<file path="config.mk">
export PLATFORM = sky130hd
export DESIGN_NAME = sar_search
export DESIGN_NICKNAME = d
export VERILOG_FILES = /design/src/rtl/sar_pkg.sv /design/src/rtl/sar_next_guess.sv /design/src/rtl/sar_search.sv
export SDC_FILE = /design/constraint.sdc
export NUM_CORES = 1
export LEC_CHECK = 0
export ABC_AREA = 0
export BUFFER_PORTS_ARGS = -buffer_cell sky130_fd_sc_hd__buf_2
export CELL_PAD_IN_SITES_DETAIL_PLACEMENT = 0
export CELL_PAD_IN_SITES_GLOBAL_PLACEMENT = 1
export CORE_ASPECT_RATIO = 1.5
export CORE_MARGIN = 2
export CORE_UTILIZATION = 25
export CTS_BUF_LIST = sky130_fd_sc_hd__clkbuf_4 sky130_fd_sc_hd__clkbuf_8
export CTS_CLUSTER_DIAMETER = 30
export DETAILED_ROUTE_END_ITERATION = 8
export GPL_TIMING_DRIVEN = 0
export PLACE_DENSITY_LB_ADDON = 0.2
export SYNTH_ARGS = -nofsm -noshare
export SYNTH_HDL_FRONTEND = slang
export SYNTH_SLANG_ARGS = --single-unit
</file>
<file path="constraint.sdc">
create_clock -name clk -period 1.8 [get_ports clk]
set_input_delay 0.09 -clock clk [delete_from_list [all_inputs] [get_ports clk]]
set_output_delay 0.09 -clock clk [all_outputs]
set_load 0.05 [all_outputs]
</file>
<file path="src/rtl/sar_pkg.sv">
// Shared types and constants for the successive-approximation search controller.
package sar_pkg;

  localparam int SAR_WIDTH = 4;

  typedef enum logic [1:0] {
    IDLE  = 2'b00,
    TRIAL = 2'b01,
    DONE  = 2'b10
  } sar_state_e;

  // Comparator flags as seen from this block: eq=C2, gt=C1 (target>guess), lt=C0.
  typedef struct packed {
    logic eq;
    logic gt;
    logic lt;
  } sar_flags_t;

  function automatic logic flags_onehot(input sar_flags_t f);
    return $countones(f) == 1;
  endfunction

endpackage

</file>
<file path="src/rtl/sar_next_guess.sv">
// Combinational trial step: resolves bit idx from the comparator flags and arms bit idx-1.
module sar_next_guess
  import sar_pkg::*;
#(
  parameter int WIDTH = SAR_WIDTH,
  parameter int IDX_W = 2
) (
  input  logic [WIDTH-1:0] guess,
  input  logic [IDX_W-1:0] idx,
  input  sar_flags_t       flags,
  output logic [WIDTH-1:0] decided,
  output logic [WIDTH-1:0] next_guess,
  output logic             flag_bad
);

  logic keep;

  // Priority eq > gt > lt: either of the first two keeps the bit; lt or no flag clears it.
  assign keep     = flags.eq | flags.gt;
  assign flag_bad = !flags_onehot(flags);

  for (genvar i = 0; i < WIDTH; i++) begin : g_bit
    localparam logic [IDX_W-1:0] BIT_IDX = IDX_W'(i);
    assign decided[i] = (idx == BIT_IDX) ? keep : guess[i];
    if (i < WIDTH-1) begin : g_arm
      localparam logic [IDX_W-1:0] UP_IDX = IDX_W'(i + 1);
      assign next_guess[i] = (idx == UP_IDX) | decided[i];
    end else begin : g_top
      assign next_guess[i] = decided[i];
    end
  end

endmodule

</file>
<file path="src/rtl/sar_search.sv">
// SAR search controller driving comparator B and converging on the target on comparator A.
// Optional SAR_EARLY_EXIT_EN: an exact match ends the search on that trial.
module sar_search
  import sar_pkg::*;
#(
  parameter int WIDTH = SAR_WIDTH
) (
  input  logic             clk,
  input  logic             reset,
  input  logic             start,
  input  logic             eq,
  input  logic             gt,
  input  logic             lt,
  output logic [WIDTH-1:0] guess,
  output logic [WIDTH-1:0] result,
  output logic             busy,
  output logic             done,
  output logic             found,
  output logic             flag_err
);

  localparam int IDX_W = (WIDTH > 1) ? $clog2(WIDTH) : 1;
  localparam logic [IDX_W-1:0] IDX_TOP = IDX_W'(WIDTH - 1);
  localparam logic [WIDTH-1:0] MSB     = WIDTH'(1) << (WIDTH - 1);

`ifdef SAR_EARLY_EXIT_EN
  localparam bit EARLY_EXIT = 1'b1;
`else
  localparam bit EARLY_EXIT = 1'b0;
`endif

  sar_state_e       state, state_nxt;
  logic [IDX_W-1:0] idx;
  sar_flags_t       flags;
  logic [WIDTH-1:0] decided, next_guess;
  logic             flag_bad, last_trial;

  assign flags = {eq, gt, lt};

  sar_next_guess #(.WIDTH(WIDTH), .IDX_W(IDX_W)) u_next (
    .guess      (guess),
    .idx        (idx),
    .flags      (flags),
    .decided    (decided),
    .next_guess (next_guess),
    .flag_bad   (flag_bad)
  );

  // On an early eq the trial bit is kept, so decided equals the guess just presented.
  assign last_trial = (idx == '0) || (EARLY_EXIT && flags.eq);

  always_ff @(posedge clk or posedge reset) begin
    if (reset) state <= IDLE;
    else       state <= state_nxt;
  end

  always_comb begin
    state_nxt = state;
    unique case (state)
      IDLE:    if (start) state_nxt = TRIAL;
      TRIAL:   if (last_trial) state_nxt = DONE;
      DONE:    state_nxt = IDLE;
      default: state_nxt = IDLE;
    endcase
  end

  always_comb begin
    busy = (state == TRIAL);
    done = (state == DONE);
  end

  always_ff @(posedge clk or posedge reset) begin
    if (reset) begin
      guess    <= '0;
      result   <= '0;
      idx      <= IDX_TOP;
      found    <= 1'b0;
      flag_err <= 1'b0;
    end else begin
      unique case (state)
        IDLE: if (start) begin
          guess    <= MSB;
          idx      <= IDX_TOP;
          found    <= 1'b0;
          flag_err <= 1'b0;
        end
        TRIAL: begin
          if (flags.eq) found    <= 1'b1;
          if (flag_bad) flag_err <= 1'b1;
          if (last_trial) begin
            result <= decided;
            guess  <= decided;
          end else begin
            guess <= next_guess;
            idx   <= idx - IDX_W'(1);
          end
        end
        default: ;
      endcase
    end
  end

endmodule

</file>
==> results of run 1 <==
## cell type report
class	count	area (um^2)	share of cell area, %
sequential	14	353	34.5
clock buffer	4	48.8	4.77
multi-input combinational	49	400	39.1
buffer	4	35.0	3.42
tap	40	50.0	4.89
timing repair buffer	18	95.1	9.29
inverter	11	41.3	4.03
## placed cells by master (no fill, tap or decap), drive strengths merged
cell | Yosys | layout
mux2 | 2 | 2
buf | 4 | 21
dlygate4sd3 | 0 | 1
dfstp | 2 | 2
o21bai | 1 | 1
ha | 7 | 7
a22oi | 3 | 3
inv | 11 | 11
nand2 | 4 | 4
nand2b | 2 | 2
o21ba | 1 | 1
o22ai | 1 | 1
a21oi | 4 | 4
or2 | 1 | 1
nand3b | 1 | 1
a32oi | 2 | 2
dfrtp | 12 | 12
fa | 1 | 1
mux2i | 6 | 6
nor2 | 5 | 5
a22o | 1 | 1
clkbuf | 0 | 4
o21ai | 7 | 7
## worst min path at each step
stage | endpoint | cells past startpoint | startpoint
after floorplan | flag_err | 1 | reset
after global placement | found | 2 | reset
after detailed placement | found | 2 | reset
after CTS | state[0] | 3 | start
after global routing | found | 3 | eq
final | state[0] | 3 | start
## critical path, cell delays in order (launching register included)
cell and delay (ps):
sky130_fd_sc_hd__dfstp_2 560, sky130_fd_sc_hd__inv_1 80, sky130_fd_sc_hd__ha_1 190, sky130_fd_sc_hd__buf_4 160, sky130_fd_sc_hd__nand3b_4 120, sky130_fd_sc_hd__mux2_4 310
## state kept, by name, summed over array words and instances, names as in the netlist
name,flops
guess,4
result,4
idx,2
state,2
flag_err,1
found,1
## kinds of logic after synthesis
logic type	Yosys count	synth area share, %
AOI/OAI and AO/OA	20	15.8
muxes	8	10.4
adders and majority gates	8	13.0
buffers and inverters	15	9.20
DFF	14	42.5
and+or+nand+nor	13	9.05
## through the flow
| step | setup WS (ps) | instance area [um^2] |
|---|---|---|
| finish | 263 | 1020 |
| global route | 175 | 1020 |
| CTS | 247 | 1020 |
| detailed placement | 247 | 965 |
| global placement | 266 | 965 |
| floorplan | 345 | 830 |
## routing by layer
| layer | up-vias | track usage [%] | wire length (um) |
|---|---|---|---|
| met4 | 0 | 6.31 | 24 |
| met3 | 2 | 2.01 | 65 |
| met1 | 287 | 11.6 | 726 |
| li1 | 303 | - | - |
| met5 | - | 0 | 0 |
| met2 | 11 | 19.2 | 911 |
## what timing repair did
item / CTS / global route
hold endpoints to repair: 12 / 0
hold buffers: 1 / 0
resized for setup: 0 / 0
setup buffers: 0 / 0
==> PnR_summary.wiki, run 1 <==
{| class="wikitable"
! Metric !! Value
|-
| Worst Setup EP || result[0]
|-
| Number of iterations in the first detailed-routing pass || 3
|-
| Number of enable flip-flop cells after synthesis || 0
|-
| Layout Nets || roughly 120
|-
| Number of top-level pins || 18
|-
| Die Area || roughly 3800 um^2
|-
| Number of distinct library cell variants in the gate-level netlist after synthesis || 27
|-
| Number of buffers on the longest clock path || 2
|-
| Leading cell types by total area after synthesis || sky130_fd_sc_hd__dfrtp_1, sky130_fd_sc_hd__ha_1, sky130_fd_sc_hd__mux2i_1
|-
| Most numerous cell types in the synthesized netlist || sky130_fd_sc_hd__dfrtp_1, sky130_fd_sc_hd__inv_1, sky130_fd_sc_hd__ha_1
|-
| Max transition margin || between 60% and 70%
|-
| Final worst path period need || ~1500 ps
|-
| Predominant post-synthesis flop cell || sky130_fd_sc_hd__dfrtp_1
|-
| Total clock sinks || 14
|-
| Maximum number of pins on one net before global-route repair || 15
|-
| Share of layout cells above drive strength 1 || between 30% and 40%
|-
| Cts bufs inserted || 3
|-
| Area share of the largest cell type after synthesis || 36.2%
|-
| Detailed router's first-iteration violation count || 14
|-
| Port bufs || 17
|-
| Highest net fanout along the worst path || 8
|-
| Half-perimeter wire length after detailed placement || ~1400 um
|-
| Post-detailed-route via-to-cell ratio || 4.31
|-
| Startpoint kind of the worst setup timing path || register
|-
| R2R depth || 5
|-
| Final count of hold timing violations || 0
|-
| Area added between synthesis and finish || 23.4%
|-
| All-layer global routing usage || a little over a tenth
|-
| Netlist area before placement || 830 um^2
|-
| Max-slew violation count || 0
|-
| Run status || complete, no violations
|-
| Worst-path clk slew || 60 ps
|-
| R2R Path Start || idx[0]
|-
| Worst setup path startpoint || idx[0]
|-
| Count of warnings emitted by yosys || 0
|-
| Ys async rst share || 100%
|-
| Horizontal extent of the die || 51.0 um
|-
| Clk root buf || sky130_fd_sc_hd__clkbuf_8
|-
| Setup tns final || 0 ps
|-
| Path category of the worst min-delay check || input port to register
|-
| Antenna viol nets, final || 0
|-
| Period Utilization, post-route || 85.4%
|-
| Most frequently used cell type in the post-synthesis netlist || sky130_fd_sc_hd__dfrtp_1
|-
| Number of cells produced by synthesis || 78
|-
| Placeable core area || about 3200 um^2
|-
| Type of the worst setup path || register to register
|-
| # DRC || 0
|-
| Non-filler cells in the finished layout || 140
|-
| Worst-skew pair later-pin latency || 240 ps
|-
| Max-cap violation count || 0
|-
| Number of standard-cell rows in the floorplan || 25
|-
| Clock skew || ~3.4 ps
|-
| Count of filler cells inserted in the layout || roughly 330
|-
| Kind of end point of the critical path || register
|-
| Antenna violations before repair || 0
|-
| Worst Max-Slew Pin Slew || 534 ps
|-
| Sequential element share of the synthesized area || a little over two fifths
|-
| Gpl congestion || about 0.72
|-
| Diode insertion count for antenna repair || 0
|-
| Effective utilization at floorplan || about a quarter
|-
| Peak Freq || between 0.6 and 0.7 GHz
|-
| Register-to-register setup slack || roughly 260 ps
|-
| Post-synth top area cell || sky130_fd_sc_hd__dfrtp_1
|-
| Setup-failing EPs final || 0
|-
| Required time at the endpoint of the critical path || between 1500 and 2000 ps
|-
| Syn_area_per_cell || around 11 um^2
|-
| Routed wire length || 1730 um
|-
| Finished Core Util || 32.4%
|-
| First-pass GRT wire length || between 3000 and 4000 um
|-
| Synth Net Count || 92
|-
| H-tree depth || 1
|-
| DR vias || 603
|-
| GRT Residual Overflow || 0
|-
| Vias in the first global route || just under 700
|-
| Clock tree from TritonCTS || built
|-
| Capturing point of the worst reg2reg path || result[0]
|-
| Die Span Y || approximately 75 um
|-
| Register bit total from synthesis || 14
|-
| RSZ-0062 raised after global routing || no
|-
| CP arrival || between 1500 and 2000 ps
|-
| Number of instances in the placed design || 135
|-
| Per-cell routed wire length || ~12 um
|-
| Min Hold Slack || roughly 160 ps
|}
Power of run 1 is not shown: default switching activity piles up to over one toggle a cycle in this logic, so the estimate is an artifact.
==> inputs of run 2 (changes only) <==
--- a/config.mk
+++ b/config.mk
@@ -19,2 +19,3 @@
 export PLACE_DENSITY_LB_ADDON = 0.2
+export REMOVE_ABC_BUFFERS = 1
 export SYNTH_ARGS = -nofsm -noshare
==> constraint.sdc (replaced) <==
create_clock -name clk -period 1.8 [get_ports clk]
set_input_delay 0.36 -clock clk [delete_from_list [all_inputs] [get_ports clk]]
set_output_delay 0.36 -clock clk [all_outputs]
set_load 0.05 [all_outputs]
==> PnR_summary.wiki, run 2 (synthesis results as in run 1) <==
{| class="wikitable"
! Metric !! Value
|-
| Run status || complete, no violations
|-
| Gpl congestion || 0.729
|-
| Cts bufs inserted || 3
|-
| Register-to-register setup slack || between 200 and 300 ps
|-
| RSZ-0062 raised after global routing || no
|-
| Die Area || around 3800 um^2
|-
| Number of iterations in the first detailed-routing pass || 4
|-
| Hold buffer count at CTS || 0
|-
| Worst Max-Slew Pin Slew || around 580 ps
|-
| Capturing point of the worst reg2reg path || result[0]
|-
| Antenna violations before repair || 0
|-
| Total clock sinks || 14
|-
| Setup-failing EPs final || 0
|-
| Required time at the endpoint of the critical path || between 1000 and 1500 ps
|-
| Registers with the most flip-flops || guess x4, result x4
|-
| Type of the worst setup path || register to primary output
|-
| Commonest non-fill, non-tap cell in the layout || sky130_fd_sc_hd__buf_2
|-
| Post-CTS setup-driven buffer insertion count || 0
|-
| Final design area excluding fillers || slightly below 1000 um^2
|-
| Detailed router's first-iteration violation count || 8
|-
| Kind of end point of the critical path || primary output
|-
| Worst-skew pair later-pin latency || 240 ps
|-
| Number of standard-cell rows in the floorplan || 25
|-
| Horizontal extent of the die || 51.0 um
|-
| # DRC || 0
|-
| Diode insertion count for antenna repair || 0
|-
| First-pass GRT wire length || between 3000 and 4000 um
|-
| Max transition margin || between 60% and 70%
|-
| Period Utilization, post-route || between 90% and 100%
|-
| Number of top-level pins || 18
|-
| GRT Residual Overflow || 0
|-
| Placeable core area || around 3200 um^2
|-
| Final worst path period need || between 1500 and 2000 ps
|-
| All-layer global routing usage || 10.9%
|-
| Startpoint kind of the worst setup timing path || register
|-
| Setup tns final || 0 ps
|-
| Clock tree from TritonCTS || built
|-
| Die Span Y || approximately 75 um
|-
| Count of filler cells inserted in the layout || between 300 and 400
|-
| Final count of hold timing violations || 0
|-
| Antenna viol nets, final || 0
|-
| Path category of the worst min-delay check || input port to asynchronous set/reset pin
|-
| Effective utilization at floorplan || between 20% and 30%
|-
| Area added between synthesis and finish || 18.9%
|-
| Routed wire length || roughly 1800 um
|-
| Layout Nets || 110
|-
| Worst-path clk slew || about 60 ps
|-
| Max-slew violation count || 0
|-
| Highest net fanout along the worst path || 9
|-
| CP arrival || 1300 ps
|-
| Port bufs || 17
|-
| Max-cap violation count || 0
|-
| Number of buffers on the longest clock path || 2
|-
| Maximum number of pins on one net before global-route repair || 15
|-
| Placed Instance Area || about 930 um^2
|-
| DR vias || roughly 590
|-
| Most frequent cells in the layout || sky130_fd_sc_hd__buf_2, sky130_fd_sc_hd__dfrtp_1, sky130_fd_sc_hd__inv_1, sky130_fd_sc_hd__ha_1, sky130_fd_sc_hd__mux2i_1
|-
| Per-cell routed wire length || between 10 and 15 um
|-
| Half-perimeter wire length after detailed placement || 1390 um
|-
| Clk root buf || sky130_fd_sc_hd__clkbuf_8
|-
| R2R depth || 4
|-
| Gates resized, CTS repair || 0
|-
| R2R Path Start || idx[0]
|-
| Vias in the first global route || between 600 and 700
|-
| Clock skew || between 1.5 and 2 ps
|-
| Post-detailed-route via-to-cell ratio || around 4.4
|-
| Peak Freq || 0.602 GHz
|-
| Share of layout cells above drive strength 1 || roughly 33%
|-
| H-tree depth || 1
|}
-- run 2: stage by stage --
step	util, %	setup slack [ps]	cells	hold slack, ps
after floorplan	-	241	74	248
after global placement	29.4	212	131	441
after detailed placement	29.4	185	131	453
after CTS	31.2	24.3	135	190
after global routing	31.2	63.1	135	207
final	31.2	140	135	167
-- run 2: worst max-delay path, stage by stage, from the launching register on --
cell                      delay, ps
sky130_fd_sc_hd__dfrtp_1        470
sky130_fd_sc_hd__inv_1          150
sky130_fd_sc_hd__nand2_2        100
sky130_fd_sc_hd__inv_2           80
sky130_fd_sc_hd__buf_2          260
-- run 2: layout make-up --
cell class	instances	area [um^2]	area share [%]
well taps	40	50.0	5.08
flip-flops and latches	14	354	35.9
multi-input cells	49	400	40.6
repair buffers	17	85.1	8.63
inverters	11	41.3	4.19
clock buffers	4	55.1	5.58
-- run 2: worst max path at each step --
stage / depth (start not counted) / endpoint / start / slack, ps
CTS: 3 / busy / state[0] / 20
global placement: 7 / flag_err / gt / 210
global route: 4 / busy / state[1] / 60
floorplan: 1 / done / state[0] / 240
detailed placement: 7 / flag_err / gt / 190
finish: 4 / busy / state[1] / 140
-- run 2: metal layers --
metal / vias up / track usage, % / routed length, um
met1: 285 / 11.4 / 732
met4: 0 / 6.31 / 24
met5: - / 0 / 0
li1: 293 / - / -
met3: 2 / 1.81 / 52
met2: 8 / 20.2 / 963
Power of run 2 is left out for the same reason.
